**src/rtl/mimo_qam_demap_pkg.sv**
```systemverilog
// Shared constants for the MIMO QAM demapper: default sizes, modulation codes,
// subcarrier-tracking state encoding and the bit-group layout of out_data.
package mimo_pkg;

    localparam int DATA_W_DEF = 16;
    localparam int NFFT_DEF   = 64;

    localparam logic MOD_QPSK  = 1'b0;
    localparam logic MOD_16QAM = 1'b1;

    localparam logic [0:0] ST_IDLE = 1'b0;
    localparam logic [0:0] ST_RUN  = 1'b1;

    // Each component owns two bits of out_data, X1_re in the top pair.
    localparam int OFF_X1_RE = 6;
    localparam int OFF_X1_IM = 4;
    localparam int OFF_X2_RE = 2;
    localparam int OFF_X2_IM = 0;

endpackage

```
**src/rtl/mimo_qam_demap_if.sv**
```systemverilog
// Ready/valid output stream from the demapper toward the de-interleaver.
interface mimo_qam_demap_if #(
    parameter int SC_W = 6
) ();

    logic            out_valid;
    logic            out_ready;
    logic [7:0]      out_data;
    logic [SC_W-1:0] out_sc_idx;
    logic            out_last;

    modport master (
        output out_valid,
        output out_data,
        output out_sc_idx,
        output out_last,
        input  out_ready
    );

    modport slave (
        input  out_valid,
        input  out_data,
        input  out_sc_idx,
        input  out_last,
        output out_ready
    );

endinterface

```
**src/rtl/mimo_qam_demap_slice.sv**
```systemverilog
// Combinational hard-decision slicer for one re or im component, Gray-coded
// as -3:00, -1:01, +1:11, +3:10; the lsb is forced to 0 in QPSK.
module qam_slice_2b
    import mimo_pkg::*;
#(
    parameter int DATA_W = DATA_W_DEF,
    parameter int LVL    = 1024
) (
    input  logic signed [DATA_W-1:0] v,
    input  logic                     mode,
    output logic [1:0]               bits
);

    localparam logic [DATA_W:0] THR = (DATA_W+1)'(2 * LVL);
    localparam logic [DATA_W-1:0] MOST_NEG = {1'b1, {(DATA_W-1){1'b0}}};
    localparam logic [DATA_W-1:0] MOST_POS = {1'b0, {(DATA_W-1){1'b1}}};

    logic [DATA_W-1:0] mag;

    // Saturating magnitude so the most negative input does not wrap to itself.
    always_comb begin
        mag = $unsigned(v);
        if (v[DATA_W-1]) begin
            if ($unsigned(v) == MOST_NEG) begin
                mag = MOST_POS;
            end else begin
                mag = $unsigned(-v);
            end
        end
    end

    assign bits[1] = ~v[DATA_W-1];
    assign bits[0] = (mode == MOD_16QAM) && ({1'b0, mag} < THR);

endmodule

```
**src/rtl/mimo_qam_demap.sv**
```systemverilog
// MIMO QAM hard demapper: slices both equalised streams, tags each entry with
// its subcarrier index and queues it in a FWFT FIFO that flags overflow.
module mimo_qam_demap
    import mimo_pkg::*;
#(
    parameter int DATA_W     = DATA_W_DEF,
    parameter int NFFT       = NFFT_DEF,
    parameter int LVL        = 1024,
    parameter int FIFO_DEPTH = 16
) (
    input  logic                          clk,
    input  logic                          rst,
    input  logic                          in_valid,
    input  logic signed [DATA_W-1:0]      X1_re,
    input  logic signed [DATA_W-1:0]      X1_im,
    input  logic signed [DATA_W-1:0]      X2_re,
    input  logic signed [DATA_W-1:0]      X2_im,
    input  logic                          mod_sel,
    mimo_qam_demap_if.master              out_if,
    output logic [$clog2(FIFO_DEPTH):0]   fifo_cnt,
    output logic                          ovf_err,
    output logic [15:0]                   sym_cnt
);

    localparam int SC_W  = $clog2(NFFT);
    localparam int AW    = $clog2(FIFO_DEPTH);
    localparam int ENT_W = 8 + SC_W + 1;

    logic [0:0]      state;
    logic [SC_W-1:0] sc_cnt;
    logic            sym_mod;
    logic            cur_mod;
    logic            sc_last;
    logic [7:0]      slice_bits;

    // The first entry of a symbol uses mod_sel directly; later ones the latch.
    assign cur_mod = (state == ST_IDLE) ? mod_sel : sym_mod;
    assign sc_last = (sc_cnt == SC_W'(NFFT - 1));

    qam_slice_2b #(.DATA_W(DATA_W), .LVL(LVL)) u_x1_re (
        .v(X1_re), .mode(cur_mod), .bits(slice_bits[OFF_X1_RE+1:OFF_X1_RE]));
    qam_slice_2b #(.DATA_W(DATA_W), .LVL(LVL)) u_x1_im (
        .v(X1_im), .mode(cur_mod), .bits(slice_bits[OFF_X1_IM+1:OFF_X1_IM]));
    qam_slice_2b #(.DATA_W(DATA_W), .LVL(LVL)) u_x2_re (
        .v(X2_re), .mode(cur_mod), .bits(slice_bits[OFF_X2_RE+1:OFF_X2_RE]));
    qam_slice_2b #(.DATA_W(DATA_W), .LVL(LVL)) u_x2_im (
        .v(X2_im), .mode(cur_mod), .bits(slice_bits[OFF_X2_IM+1:OFF_X2_IM]));

    // Counters advance on every input, even dropped ones, so indices stay aligned.
    always_ff @(posedge clk) begin
        if (rst) begin
            state   <= ST_IDLE;
            sc_cnt  <= '0;
            sym_mod <= MOD_QPSK;
            sym_cnt <= '0;
        end else if (in_valid) begin
            if (state == ST_IDLE) begin
                sym_mod <= mod_sel;
            end
            if (sc_last) begin
                state   <= ST_IDLE;
                sc_cnt  <= '0;
                sym_cnt <= sym_cnt + 16'd1;
            end else begin
                state   <= ST_RUN;
                sc_cnt  <= sc_cnt + SC_W'(1);
            end
        end
    end

    logic             s1_valid;
    logic [ENT_W-1:0] s1_ent;

    always_ff @(posedge clk) begin
        if (rst) begin
            s1_valid <= 1'b0;
            s1_ent   <= '0;
        end else begin
            s1_valid <= in_valid;
            if (in_valid) begin
                s1_ent <= {sc_last, sc_cnt, slice_bits};
            end
        end
    end

    logic [ENT_W-1:0] mem [FIFO_DEPTH];
    logic [AW-1:0]    wr_ptr;
    logic [AW-1:0]    rd_ptr;
    logic             full;
    logic             rd_en;
    logic             wr_en;
    logic [ENT_W-1:0] rd_ent;

    assign full  = (fifo_cnt == (AW+1)'(FIFO_DEPTH));
    assign rd_en = out_if.out_valid && out_if.out_ready;
    assign wr_en = s1_valid && (!full || rd_en);

    always_ff @(posedge clk) begin
        if (wr_en) begin
            mem[wr_ptr] <= s1_ent;
        end
    end

    always_ff @(posedge clk) begin
        if (rst) begin
            wr_ptr   <= '0;
            rd_ptr   <= '0;
            fifo_cnt <= '0;
            ovf_err  <= 1'b0;
        end else begin
            if (wr_en) begin
                wr_ptr <= wr_ptr + AW'(1);
            end
            if (rd_en) begin
                rd_ptr <= rd_ptr + AW'(1);
            end
            if (wr_en && !rd_en) begin
                fifo_cnt <= fifo_cnt + 1'b1;
            end else if (!wr_en && rd_en) begin
                fifo_cnt <= fifo_cnt - 1'b1;
            end
            if (s1_valid && full && !rd_en) begin
                ovf_err <= 1'b1;
            end
        end
    end

    // Stale memory words are masked so an empty FIFO presents all-zero fields.
    assign out_if.out_valid  = (fifo_cnt != '0);
    assign rd_ent            = out_if.out_valid ? mem[rd_ptr] : '0;
    assign out_if.out_data   = rd_ent[7:0];
    assign out_if.out_sc_idx = rd_ent[8 +: SC_W];
    assign out_if.out_last   = rd_ent[ENT_W-1];

endmodule
```
**src/flat_wrapper.sv**
```systemverilog
// flat-port wrapper written by rule: the top's interface ports become plain ports
module mimo_qam_demap_flat import mimo_pkg::*;
#(
    parameter int DATA_W     = DATA_W_DEF,
    parameter int NFFT       = NFFT_DEF,
    parameter int LVL        = 1024,
    parameter int FIFO_DEPTH = 16
)
  (clk, rst, in_valid, X1_re, X1_im, X2_re, X2_im, mod_sel, fifo_cnt, ovf_err, sym_cnt, out_if_out_valid, out_if_out_data, out_if_out_sc_idx, out_if_out_last, out_if_out_ready);
  mimo_qam_demap_if out_if_i ();
  input  logic clk;
  input  logic rst;
  input  logic in_valid;
  input  logic signed [DATA_W-1:0] X1_re;
  input  logic signed [DATA_W-1:0] X1_im;
  input  logic signed [DATA_W-1:0] X2_re;
  input  logic signed [DATA_W-1:0] X2_im;
  input  logic mod_sel;
  output logic [$clog2(FIFO_DEPTH):0] fifo_cnt;
  output logic ovf_err;
  output logic [15:0] sym_cnt;
  output wire logic [$bits(out_if_i.out_valid)-1:0] out_if_out_valid;
  output wire logic [$bits(out_if_i.out_data)-1:0] out_if_out_data;
  output wire logic [$bits(out_if_i.out_sc_idx)-1:0] out_if_out_sc_idx;
  output wire logic [$bits(out_if_i.out_last)-1:0] out_if_out_last;
  input wire logic [$bits(out_if_i.out_ready)-1:0] out_if_out_ready;
  assign out_if_out_valid = out_if_i.out_valid;
  assign out_if_out_data = out_if_i.out_data;
  assign out_if_out_sc_idx = out_if_i.out_sc_idx;
  assign out_if_out_last = out_if_i.out_last;
  assign out_if_i.out_ready = out_if_out_ready;
  mimo_qam_demap #(.DATA_W(DATA_W), .NFFT(NFFT), .LVL(LVL), .FIFO_DEPTH(FIFO_DEPTH)) u_core (.clk(clk), .rst(rst), .in_valid(in_valid), .X1_re(X1_re), .X1_im(X1_im), .X2_re(X2_re), .X2_im(X2_im), .mod_sel(mod_sel), .out_if(out_if_i), .fifo_cnt(fifo_cnt), .ovf_err(ovf_err), .sym_cnt(sym_cnt));
endmodule
```
**config.mk**
```make
export PLATFORM = sky130hd
export DESIGN_NAME = mimo_qam_demap_flat
export DESIGN_NICKNAME = d
export VERILOG_FILES = /design/src/rtl/mimo_qam_demap_pkg.sv /design/src/rtl/mimo_qam_demap_if.sv /design/src/rtl/mimo_qam_demap_slice.sv /design/src/rtl/mimo_qam_demap.sv /design/src/flat_wrapper.sv
export SDC_FILE = /design/constraint.sdc
export NUM_CORES = 1
export LEC_CHECK = 0
export ABC_AREA = 1
export CORE_AREA = 2 2 148 150
export DETAILED_ROUTE_END_ITERATION = 6
export DIE_AREA = 0 0 150 152
export PLACE_DENSITY = 0.82
export SYNTH_ARGS = -nofsm -noshare
export SYNTH_HDL_FRONTEND = slang
export SYNTH_SLANG_ARGS = --single-unit
```
**constraint.sdc**
```tcl
create_clock -name clk -period 6.3 [get_ports clk]
set_clock_uncertainty 0.05 [all_clocks]
set_input_delay 0.945 -clock clk [delete_from_list [all_inputs] [get_ports clk]]
set_output_delay 0.945 -clock clk [all_outputs]
set_load 0.01 [all_outputs]
```
==> impl_results.md <==
- Final wirelength: 29300 um
- Post-CTS resize count: 0
- Iter 0 DRT Violations: 884
- Worst-Margin Slew: 1.09 ns
- Core footprint: 21400 um^2
- Gr usage total: 25.6%
- RR Startpoint: u_core.fifo_cnt[0]
- Seq/Total Area, Yosys: 66.6%
- # DRC: 0
- Fill count: 1525
- Initial antenna violation count: 0
- Worst endpoint data arrival time: 3.74 ns
- Ant diodes: 0
- Syn nets: 1244
- Remaining antenna violation count after routing: 0
- Rows: 54
- Layout net count: 1338
- PortBufs: 106
- CTS Sinks: 298
- Hold Fails Final Rpt: 0
- Crit share post-route: 75.2%
- Crit-path cells: buf_4, inv_2, o21ai_0, o221ai_1, nand3_1, a21oi_1, clkdlybuf4s50_1
- Via count: 9236
- Hold WS: 0.421 ns
- Max cap viols: 0
- DIE AREA: 22800 um^2
- Avg Inst Size Synth: 10.8 um^2
- Post-synthesis adder-cell area fraction: 1.25%
- Gr ovfl total: 0
- Unrepaired setup endpoints after global routing: false
- Root Buffer: clkbuf_16
- Compound-gate portion of the synthesized area: 13.4%
- Clock-pin slew on the worst setup and hold paths: 0.06 ns
- Largest family of logic cells by synthesized area: simple AND/OR/NAND/NOR gates
- R2r setup slk: 3.23 ns
- Drt wl/cell: 18.9 um
- Share of layout cells above drive strength 1: 5.96%
- Max incr delay on CP: 0.81 ns
- Worst R2R Path Depth: 15
- Initial Utilization: 58.9%
- Final setup viols: 0
- TritonCTS clock tree: yes
- Hold EP: u_core.sym_mod
- Pre-antenna DRT Iters: 7
- Fmax: 211 MHz
- Number of global-route vias before repair: 8748
- CP max stage cell: inv_2
- Proportion of synthesized area in mux cells: 0%
- Worst hold stages: 2
- Overall die width: 150 um
- Simple-gate share of the synthesized area: 13.9%
- HP Start: u_core.sym_mod
- Slew HR: 27.0%
- Setup crit start kind: flop
- EDFF count, synth: 240
- Setup CP Type: flop to output port
- Multi-input logic area: 3650 um^2
- Register bit total from synthesis: 298
- Maximum VDD drop: 0.223 mV
- Critical-path maximum fanout: 61
- Critical Path RT: 5.30 ns
- Synth Flop Type: edfxtp_1
- Largest net degree at the start of global routing: 98
- Crit end category: output port
- Hold-fix buffers at CTS: 0
- Routed vias/inst: 5.94
- Cell area after synthesis: 12600 um^2
- Register Area: 8370 um^2
- Cells after synthesis: 1163
- CTS Buffer Depth: 3
- Yosys warning count: 0
- Post-synthesis xor/xnor area fraction: 0.418%
- Area overhead of the layout relative to synthesis: 16.6%
- Fin crit period: 4.74 ns
- Max-slew violations: 0
- Run status: finished clean
- Ys async rst share: 0%
- Pleak: 0.00518 uW
- Reg-to-Reg End: u_core.fifo_cnt[4]
- IO Pins: 107
- Post-synthesis cell type count: 38
- Routability congestion estimate: 0.803
- Dpl hpwl: 17300 um
- First-pass GRT wire length: 45500 um
- Post-CTS Setup Bufs: 0
- Setup tns final: 0 ns
- Hold WC Path Type: flop to flop
- Clk Latency, worst-skew pair: 0.55 ns
- Die H: 152 um
- Num CTS Buffers: 26
- Power density cells: 336 nW/um^2
- H-tree depth: 1
## layout make-up
type | count | area share (%)
tap | 280 | 2.39
sequential | 298 | 57.1
clock inverter | 11 | 0.691
clock buffer | 36 | 4.76
timing repair buffer | 127 | 8.40
multi-input combinational | 735 | 24.9
inverter | 69 | 1.77
## worst max-delay path, delay by kind of cell (launching register included)
family	cells	cell delay, ns
and+or+nand+nor	1	0.11
buffers and inverters	3	1.74
AOI/OAI and AO/OA	3	1.00
DFF	1	0.30
## worst max path at each step
stage | cells after the start | slack [ns] | from | end
after global routing | 7 | 1.48 | flop | out_if_out_data[1]
after global placement | 7 | 2.42 | flop | out_if_out_data[1]
after floorplan | 12 | 3.54 | out_if_out_ready | u_core.fifo_cnt[4]
after CTS | 7 | 1.60 | flop | out_if_out_data[1]
after detailed placement | 7 | 2.37 | flop | out_if_out_data[1]
final | 7 | 1.56 | flop | out_if_out_data[1]
## layer usage
metal / vias to the layer above / wire length, um / track usage (%)
met5: - / 0 / 0
met1: 4299 / 11100 / 33.0
met3: 88 / 2710 / 3.81
li1: 4313 / - / -
met4: 0 / 1050 / 11.9
met2: 536 / 14500 / 42.7
## cells by family after synthesis
family / after synthesis
compound gates: 297
buf+inv: 130
fa+ha+maj: 12
simple gates: 420
flops: 298
xor+xnor: 6
## cells in the final DEF, fill, tap and decap left out, types with 2 or more instances in the layout
cell type and instances:
a21oi_1 67, o21ai_0 148, nand3_1 46, clkbuf_16 26
clkdlybuf4s50_1 106, a21o_1 2, clkinv_2 6, o22ai_1 16
xor2_1 4, inv_2 4, buf_4 20, o21ai_1 15
nand2_1 109, edfxtp_1 240, clkinv_1 3, nor3_2 3
inv_1 65, nand2_2 2, nor3_1 2, ha_1 11
o221ai_1 44, nor2_1 245, nand3_2 4, nand4_1 2
xnor2_1 2, clkbuf_1 9, nor2_4 3, dfxtp_1 57
## sequential cells by signal, summed over array words and instances (netlist names), named ones only
register	cells
u_core.sc_cnt	6
u_core.s1_ent	15
u_core.sym_cnt	16
u_core.wr_ptr	4
u_core.s1_valid	1
u_core.state	1
u_core.fifo_cnt	5
u_core.mem	240
u_core.rd_ptr	4
u_core.ovf_err	1
u_core.sym_mod	1
## synthesized netlist by cell type (3+ instances only)
| library cell | instances | share of area, % |
|---|---|---|
| nor2_1 | 245 | 7.3 |
| edfxtp_1 | 240 | 57 |
| o21ai_0 | 148 | 5.9 |
| nand2_1 | 109 | 3.3 |
| a21oi_1 | 67 | 2.7 |
| inv_1 | 65 | 1.9 |
| dfxtp_1 | 58 | 9.2 |
| nand3_1 | 46 | 1.8 |
| o221ai_1 | 44 | 3.1 |
| clkbuf_1 | 30 | 0.90 |
| o22ai_1 | 16 | 0.80 |
| o21ai_1 | 15 | 0.60 |
| buf_2 | 13 | 0.52 |
| ha_1 | 11 | 1.1 |
| buf_1 | 8 | 0.24 |
| buf_4 | 5 | 0.30 |
| buf_6 | 4 | 0.36 |
| inv_2 | 4 | 0.12 |
| nand3_2 | 4 | 0.32 |
| xor2_1 | 4 | 0.28 |
| nor2_4 | 3 | 0.27 |
| nor3_2 | 3 | 0.24 |
## power by group
| part | switching [uW] | internal, uW | leakage [uW] |
|---|---|---|---|
| Sequential | 67.3 | 2170 | 0.00272 |
| Clock | 689 | 820 | 0.000392 |
| Combinational | 711 | 466 | 0.00207 |
## through the flow
stage	total power (uW)	setup slack [ns]	cell area, um^2	util (%)	cells
final	4920	1.56	14700	68.7	1556
after global routing	5120	1.48	14700	68.7	1556
after CTS	4930	1.60	14700	68.7	1556
after detailed placement	3430	2.37	13900	64.9	1509
after global placement	3400	2.42	13900	64.9	1509
after floorplan	2990	3.54	12600	-	1163
(Power assumes the default switching activity.)
